**src/rtl/spmv_gather.sv**
```systemverilog
// Gathers x[col] for each beat of (col, value) pairs via one parallel vector-RAM read, re-pairing
// the returned words with their values; a credit-limited FIFO absorbs the fixed RAM read latency.
module spmv_gather #(
  parameter int PARALLELISM = 4,
  parameter int DATA_WIDTH  = 32,
  parameter int LENGTH      = 1024,
  parameter int ADDR_WIDTH  = $clog2(LENGTH),
  parameter int RAM_LATENCY = 1,
  parameter int FIFO_DEPTH  = 4
) (
  input  logic                                       clk,
  input  logic                                       rst_n,
  input  logic                                       in_valid,
  output logic                                       in_ready,
  input  logic [PARALLELISM-1:0][ADDR_WIDTH-1:0]     in_idx,
  input  logic [PARALLELISM-1:0][DATA_WIDTH-1:0]     in_val,
  input  logic                                       in_last,
  output logic                                       ram_valid,
  output logic                                       ram_write,
  output logic [PARALLELISM-1:0][ADDR_WIDTH-1:0]     ram_addr,
  input  logic                                       ram_ready,
  input  logic                                       ram_rvalid,
  input  logic [PARALLELISM-1:0][DATA_WIDTH-1:0]     ram_rdata,
  output logic                                       out_valid,
  input  logic                                       out_ready,
  output logic [PARALLELISM-1:0][DATA_WIDTH-1:0]     out_val,
  output logic [PARALLELISM-1:0][DATA_WIDTH-1:0]     out_x,
  output logic                                       out_last,
  output logic                                       err_oob
);
  localparam int CW = $clog2(FIFO_DEPTH + 1);
  localparam int PW = (FIFO_DEPTH > 1) ? $clog2(FIFO_DEPTH) : 1;
  localparam logic [ADDR_WIDTH:0] LEN = (ADDR_WIDTH + 1)'(LENGTH);

  typedef logic [PARALLELISM-1:0][DATA_WIDTH-1:0] lanes_t;
  typedef struct packed {
    lanes_t                 val;
    logic [PARALLELISM-1:0] oob;
    logic                   last;
  } side_t;
  typedef struct packed {
    lanes_t val;
    lanes_t x;
    logic   last;
  } entry_t;

  logic [PARALLELISM-1:0] oob;
  logic                   fire, push, pop;
  logic [CW-1:0]          fifo_count, inflight;
  logic [PW-1:0]          wr_ptr, rd_ptr;
  side_t                  side_q [RAM_LATENCY];
  entry_t                 wr_entry, head;
  entry_t                 mem [FIFO_DEPTH];

  // Credit covers both buffered beats and reads still in the RAM, so a response always has a slot.
  assign in_ready  = rst_n && (({1'b0, fifo_count} + {1'b0, inflight}) < (CW + 1)'(FIFO_DEPTH));
  assign fire      = in_valid && in_ready && ram_ready;
  assign ram_valid = fire;
  assign ram_write = 1'b0;
  assign push      = ram_rvalid && (inflight != '0);
  assign pop       = out_valid && out_ready;

  always_comb begin
    oob      = '0;
    ram_addr = '0;
    for (int j = 0; j < PARALLELISM; j++) begin
      oob[j]      = ({1'b0, in_idx[j]} >= LEN);
      ram_addr[j] = oob[j] ? '0 : in_idx[j];
    end
  end

  always_ff @(posedge clk or negedge rst_n) begin
    if (!rst_n) begin
      for (int s = 0; s < RAM_LATENCY; s++) side_q[s] <= '0;
    end else begin
      side_q[0] <= fire ? '{val: in_val, oob: oob, last: in_last} : '0;
      for (int s = 1; s < RAM_LATENCY; s++) side_q[s] <= side_q[s-1];
    end
  end

  always_comb begin
    wr_entry      = '0;
    wr_entry.val  = side_q[RAM_LATENCY-1].val;
    wr_entry.last = side_q[RAM_LATENCY-1].last;
    for (int j = 0; j < PARALLELISM; j++)
      wr_entry.x[j] = side_q[RAM_LATENCY-1].oob[j] ? '0 : ram_rdata[j];
  end

  always_ff @(posedge clk) begin
    if (push) mem[wr_ptr] <= wr_entry;
  end

  always_ff @(posedge clk or negedge rst_n) begin
    if (!rst_n) begin
      wr_ptr     <= '0;
      rd_ptr     <= '0;
      fifo_count <= '0;
      inflight   <= '0;
      err_oob    <= 1'b0;
    end else begin
      if (push) wr_ptr <= (wr_ptr == PW'(FIFO_DEPTH - 1)) ? '0 : wr_ptr + PW'(1);
      if (pop)  rd_ptr <= (rd_ptr == PW'(FIFO_DEPTH - 1)) ? '0 : rd_ptr + PW'(1);
      fifo_count <= fifo_count + CW'(push) - CW'(pop);
      inflight   <= inflight + CW'(fire) - CW'(push);
      if (fire && (|oob)) err_oob <= 1'b1;
    end
  end

  assign head      = mem[rd_ptr];
  assign out_valid = (fifo_count != '0);
  assign out_val   = out_valid ? head.val  : '0;
  assign out_x     = out_valid ? head.x    : '0;
  assign out_last  = out_valid ? head.last : 1'b0;

  a_no_orphan_rvalid: assert property (@(posedge clk) disable iff (!rst_n)
    ram_rvalid |-> (inflight != '0));
  a_no_overflow: assert property (@(posedge clk) disable iff (!rst_n)
    push |-> (fifo_count != CW'(FIFO_DEPTH)));
endmodule

```
**config.mk**
```make
export PLATFORM = sky130hd
export DESIGN_NAME = spmv_gather
export DESIGN_NICKNAME = d
export VERILOG_FILES = /design/src/rtl/spmv_gather.sv
export SDC_FILE = /design/constraint.sdc
export NUM_CORES = 1
export LEC_CHECK = 0
export CAP_MARGIN = 0
export CORE_MARGIN = 2
export CORE_UTILIZATION = 50
export DETAILED_ROUTE_END_ITERATION = 7
export DONT_BUFFER_PORTS = 1
export SLEW_MARGIN = 20
export SYNTH_ARGS = -nofsm -noshare
export SYNTH_HDL_FRONTEND = slang
export SYNTH_SLANG_ARGS = --single-unit
```
**constraint.sdc**
```tcl
create_clock -name clk -period 20.8 [get_ports clk]
set_input_delay 5.2 -clock clk [delete_from_list [all_inputs] [get_ports clk]]
set_output_delay 5.2 -clock clk [all_outputs]
set_load 0.03 [all_outputs]
```
## Word level (Yosys, flattened, before mapping)

Memories as Yosys holds them, arrays and structs flattened.
Cells that the tools add are included.

- $add $sub $neg: 7
- $lt $le $gt $ge: 1
- Eq/ne operators: 2
- Muxes and demuxes: 12
- Reductions and logical operators: 7

Operators by type and width:

| operator | number |
|---|---|
| two-way mux 128 bit | 2 |
| two-way mux 133 bit | 1 |
| two-way mux 32 bit | 4 |
| adder 3 x 1 -> 3 bit | 2 |
| nonzero test 3 bit | 2 |
| subtractor 3 x 1 -> 3 bit | 2 |
| logical AND 1 bit | 5 |
| adder 2 x 1 -> 2 bit, second input constant | 2 |
| adder 3 x 3 -> 4 bit | 1 |
| == test 2 bit, second input constant | 2 |
| less-than comparator 4 x 3 -> 1 bit, second input constant | 1 |
| two-way mux 2 bit | 2 |
| two-way mux 1 bit | 3 |

- Register bits: 143
- RAM bits: 1028
- Input port bits: 303
- Output and inout bits: 302
- Logic and storage cells: 40
- Memories: 1

Memory list:

| name | words | bits a word | rd ports | clocked after Yosys merged registers in | wr ports | RTL line | RTL |
|---|---|---|---|---|---|---|---|
| mem | 4 | 257 | 1 | 0 | 1 | 53 | `entry_t mem [FIFO_DEPTH];` |

## Longest topological paths before layout

- Depth after elaboration: 7
- Mapped depth: 10
- Gate-level depth less buffers: 7

## Least setup slack after synthesis

OpenSTA, ideal clock, no wires.

- Kind: input -> register
- Start point: in ram_rvalid
- End point: mem mem[0][0] (netlist bit), enable pin
- Library setup time: 0.651 ns
- Arrival: 11.330 ns
- Required time: 20.149 ns
- Path slack: 8.819 ns
- Stages on the path: 2
- Buffers on the path: 0
- Path through: o31a_1 > and2_1

- Cells in the longest elaborated chain, start to end: 3

RTL lines:

| element | RTL line | RTL |
|---|---|---|
| start, declared | 22 | `input logic ram_rvalid,` |
| logical AND 1 bit | 60 | `assign push = ram_rvalid && (inflight != '0);` |
| two-way mux 1 bit | 90 | `if (push) mem[wr_ptr] <= wr_entry;` |
| two-way mux 1 bit (implied by the code) | 90 |  |
| end, declared | 53 |  |

Every way passes these cells.

## Worst setup path in the final report

- Start point: in rst_n
- End point: out ram_valid

- Cells in the longest elaborated chain, start to end: 3

RTL lines:

| element | RTL line | RTL |
|---|---|---|
| start, declared | 12 | `input logic rst_n,` |
| logical AND 1 bit | 56 | `assign in_ready = rst_n && (({1'b0, fifo_count} + {1'b0, inflight}) < (CW + 1)'(FIFO_DEPTH));` |
| logical AND 1 bit (2 in a row) | 57 | `assign fire = in_valid && in_ready && ram_ready;` |
| end, declared | 18 | `output logic ram_valid,` |

Every way passes these cells.

==> reports/results.txt <==
PortBufs: 0
RSZ-0062 raised after global routing: false
critical path class: input pin to output pin
GP Congestion: 0.743
Final nets: 2,447
Syn Inst Count: 2,159
fin. max-slew vios: 0
vias in the first global route: 20,869
Synth area leader: edfxtp_1
Leak: 17.2 nW
ratio of cells with drive above 1 in the final layout: 25.2%
WP buf/inv: 0
post-CTS resize count: 0
post-cts hold buffer count: 0
status: finished, final reports clean
Synth Cell Area: 45,000 sq um
Post-synth EDFFs: 1,028
worst skew pair latency: 0.68 ns
maximum clock path buffer count: 3
Area contributors post-synth: edfxtp_1 69%, mux4_2 13%, dfrtp_1 7.7%
pin count of the biggest net entering global routing: 153
Crit path required time: 15.60 ns
worst hold slack: 0.478 ns
TritonCTS clock tree: done
top achievable clock speed: 81.0 MHz
wire per inst: 27.0 um
main flop type after synthesis: edfxtp_1
Startpoint Class: input pin
Area Growth Syn to Fin: 10.7%
initial antenna violation count: 14
setup slack, reg-to-reg: 17.26 ns
H-tree depth: 3
sequential element share of the synthesized area: 76.4%
die width: 304 um
Overflow after GRT: 0
Setup violations, final: 0
fin crit share: 59.3%
GR Layer Usage met2: 32.1%
CTS buffer count: 116
Place WS: 8.63 ns
Worst slew margin: 12.2%
Die Y: 304 um
DIE AREA: 92,300 sq um
Avg Synthesized Cell Area: 20.8 sq um
count leader, synth: edfxtp_1
first-pass GRT wire length: 137,000 um
core area: 88,800 sq um
Worst-path clk slew: 0.06 ns
CTS Root Cell: clkbuf_16
DRC Markers: 0
synth warn: 0
DR pass1 iterations: 7
Clock Sinks: 1,167
Total Power: 7.82 mW
total negative setup slack: 0 ns
post-synth top area share: 68.7%
Initial Utilization: 50.6%
max cap viols: 0
Setup Fix Bufs, Post-CTS: 0
pwr dens: 157 nW/um^2
crit-path max cell delay: 0.97 ns
Fin Clk Skew: 0.0199 ns
CP delay by family, top: simple AND/OR/NAND/NOR gates
Boundary Pins: 605
Unique masters post-synth: 26
Final min period: 12.34 ns
DR vias/cell: 5.75
worst path cell trace: or4b_4 > nor3_1
GR Util met1: 24.9%
final hold vios: 0
DP HPWL: 52,100 um
endpoint class of the critical path: output pin
slowest CP cell: nor3_1
worst min path class: flop to flop
most frequent cells after synthesis: 1,028 x edfxtp_1, 261 x and2_1, 257 x mux4_2
DR iter-0 viols: 1,308
Crit Path Max Fanout: 140
Crit path arrival time: 7.14 ns
Final ANT Viol Nets: 0
filler cell count: 6,594
#FFs+latches synth: 1,167
Final WS setup: 8.46 ns
Worst VDD drop: 113 uV
Top Usage Layer GRT: met2
final wirelength: 91,900 um
met3 GRT Util: 7.23%
worst slew pin tran: 1.32 ns
row cnt: 109
via count: 19,582
Total GRT Usage: 19.8%
asr flop ratio synth: 11.9%
kinds of logic after synthesis:
group | synth area share [%]
other | 0.00834
adders and majority gates | 0.395
xor gates and xnor gates | 0.0779
muxes | 13.0
DFF | 76.4
and+or+nand+nor | 6.77
buffers and inverters | 3.32
AOI/OAI and AO/OA | 0.0362
placed cells by master (no fill, tap or decap), types with 2 or more instances in the layout:
| master | synthesis | final |
|---|---|---|
| nor2_1 | 3 | 3 |
| fa_1 | 2 | 2 |
| nor4_2 | 90 | 90 |
| xnor2_1 | 2 | 2 |
| clkbuf_1 | 61 | 24 |
| dfrtp_4 | 0 | 2 |
| dfrtp_1 | 139 | 137 |
| inv_1 | 140 | 140 |
| clkinv_2 | 0 | 17 |
| edfxtp_1 | 1028 | 1028 |
| buf_12 | 0 | 5 |
| clkbuf_8 | 0 | 14 |
| nor4_1 | 39 | 39 |
| clkinv_8 | 0 | 3 |
| xor2_1 | 2 | 2 |
| clkinv_1 | 0 | 21 |
| bufinv_16 | 0 | 16 |
| diode_2 | 0 | 7 |
| and2_4 | 0 | 4 |
| buf_4 | 55 | 21 |
| mux2_2 | 4 | 4 |
| ha_1 | 11 | 11 |
| clkbuf_16 | 0 | 118 |
| mux4_2 | 257 | 257 |
| conb_1 | 1 | 2 |
| clkinvlp_4 | 0 | 5 |
| and2_1 | 261 | 257 |
final timing paths:
| path | start | end | cells after the start |
|---|---|---|---|
| worst min register to register | side_q[8] | mem[1][132] | 0 |
| min in group asynchronous | rst_n | side_q[61] | 0 |
| worst min-delay path | side_q[8] | mem[1][132] | 0 |
| max in group asynchronous | rst_n | side_q[14] | 0 |
| worst max-delay path | rst_n | ram_valid | 2 |
| worst max register to register | inflight[1] | mem[2][69] | 4 |
stage by stage:
stage	instance area, sq um	util [%]	std cells
global route	49700	56.0	3403
detailed placement	45700	51.5	3177
CTS	49700	56.0	3397
global placement	45700	51.5	3177
finish	49700	56.0	3405
floorplan	45000	-	2160
flip-flops by register name (all words and copies together) (netlist names):
name        flops
side_q        129
inflight        3
rd_ptr          2
fifo_count      3
wr_ptr          2
mem          1028
power by group:
| part | internal (mW) | total, mW | switching, mW |
|---|---|---|---|
| clock network | 1.29 | 2.14 | 0.850 |
| logic | 0.755 | 2.55 | 1.79 |
| registers | 3.01 | 3.13 | 0.124 |
routing by layer:
layer  share of wire, %  up-vias
li1                   -     8374
met1                 39    10437
met2                 50      608
met3                8.6      149
met4                2.6       14
met5               0.10        -
layout make-up:
cell class                      instances  area [sq um]  share of cell area (%)
Timing Repair Buffer                   26           258                   0.518
Inverter                              140           526                    1.06
Sequential cell                      1167         34400                    69.1
Antenna cell                            7          17.5                  0.0352
Clock inverter                         64           748                    1.50
Tap cell                             1165          1460                    2.93
Clock buffer                          156          3240                    6.50
Multi-Input combinational cell        680          9150                    18.4
Note: power is estimated with default switching activity, not from simulation.
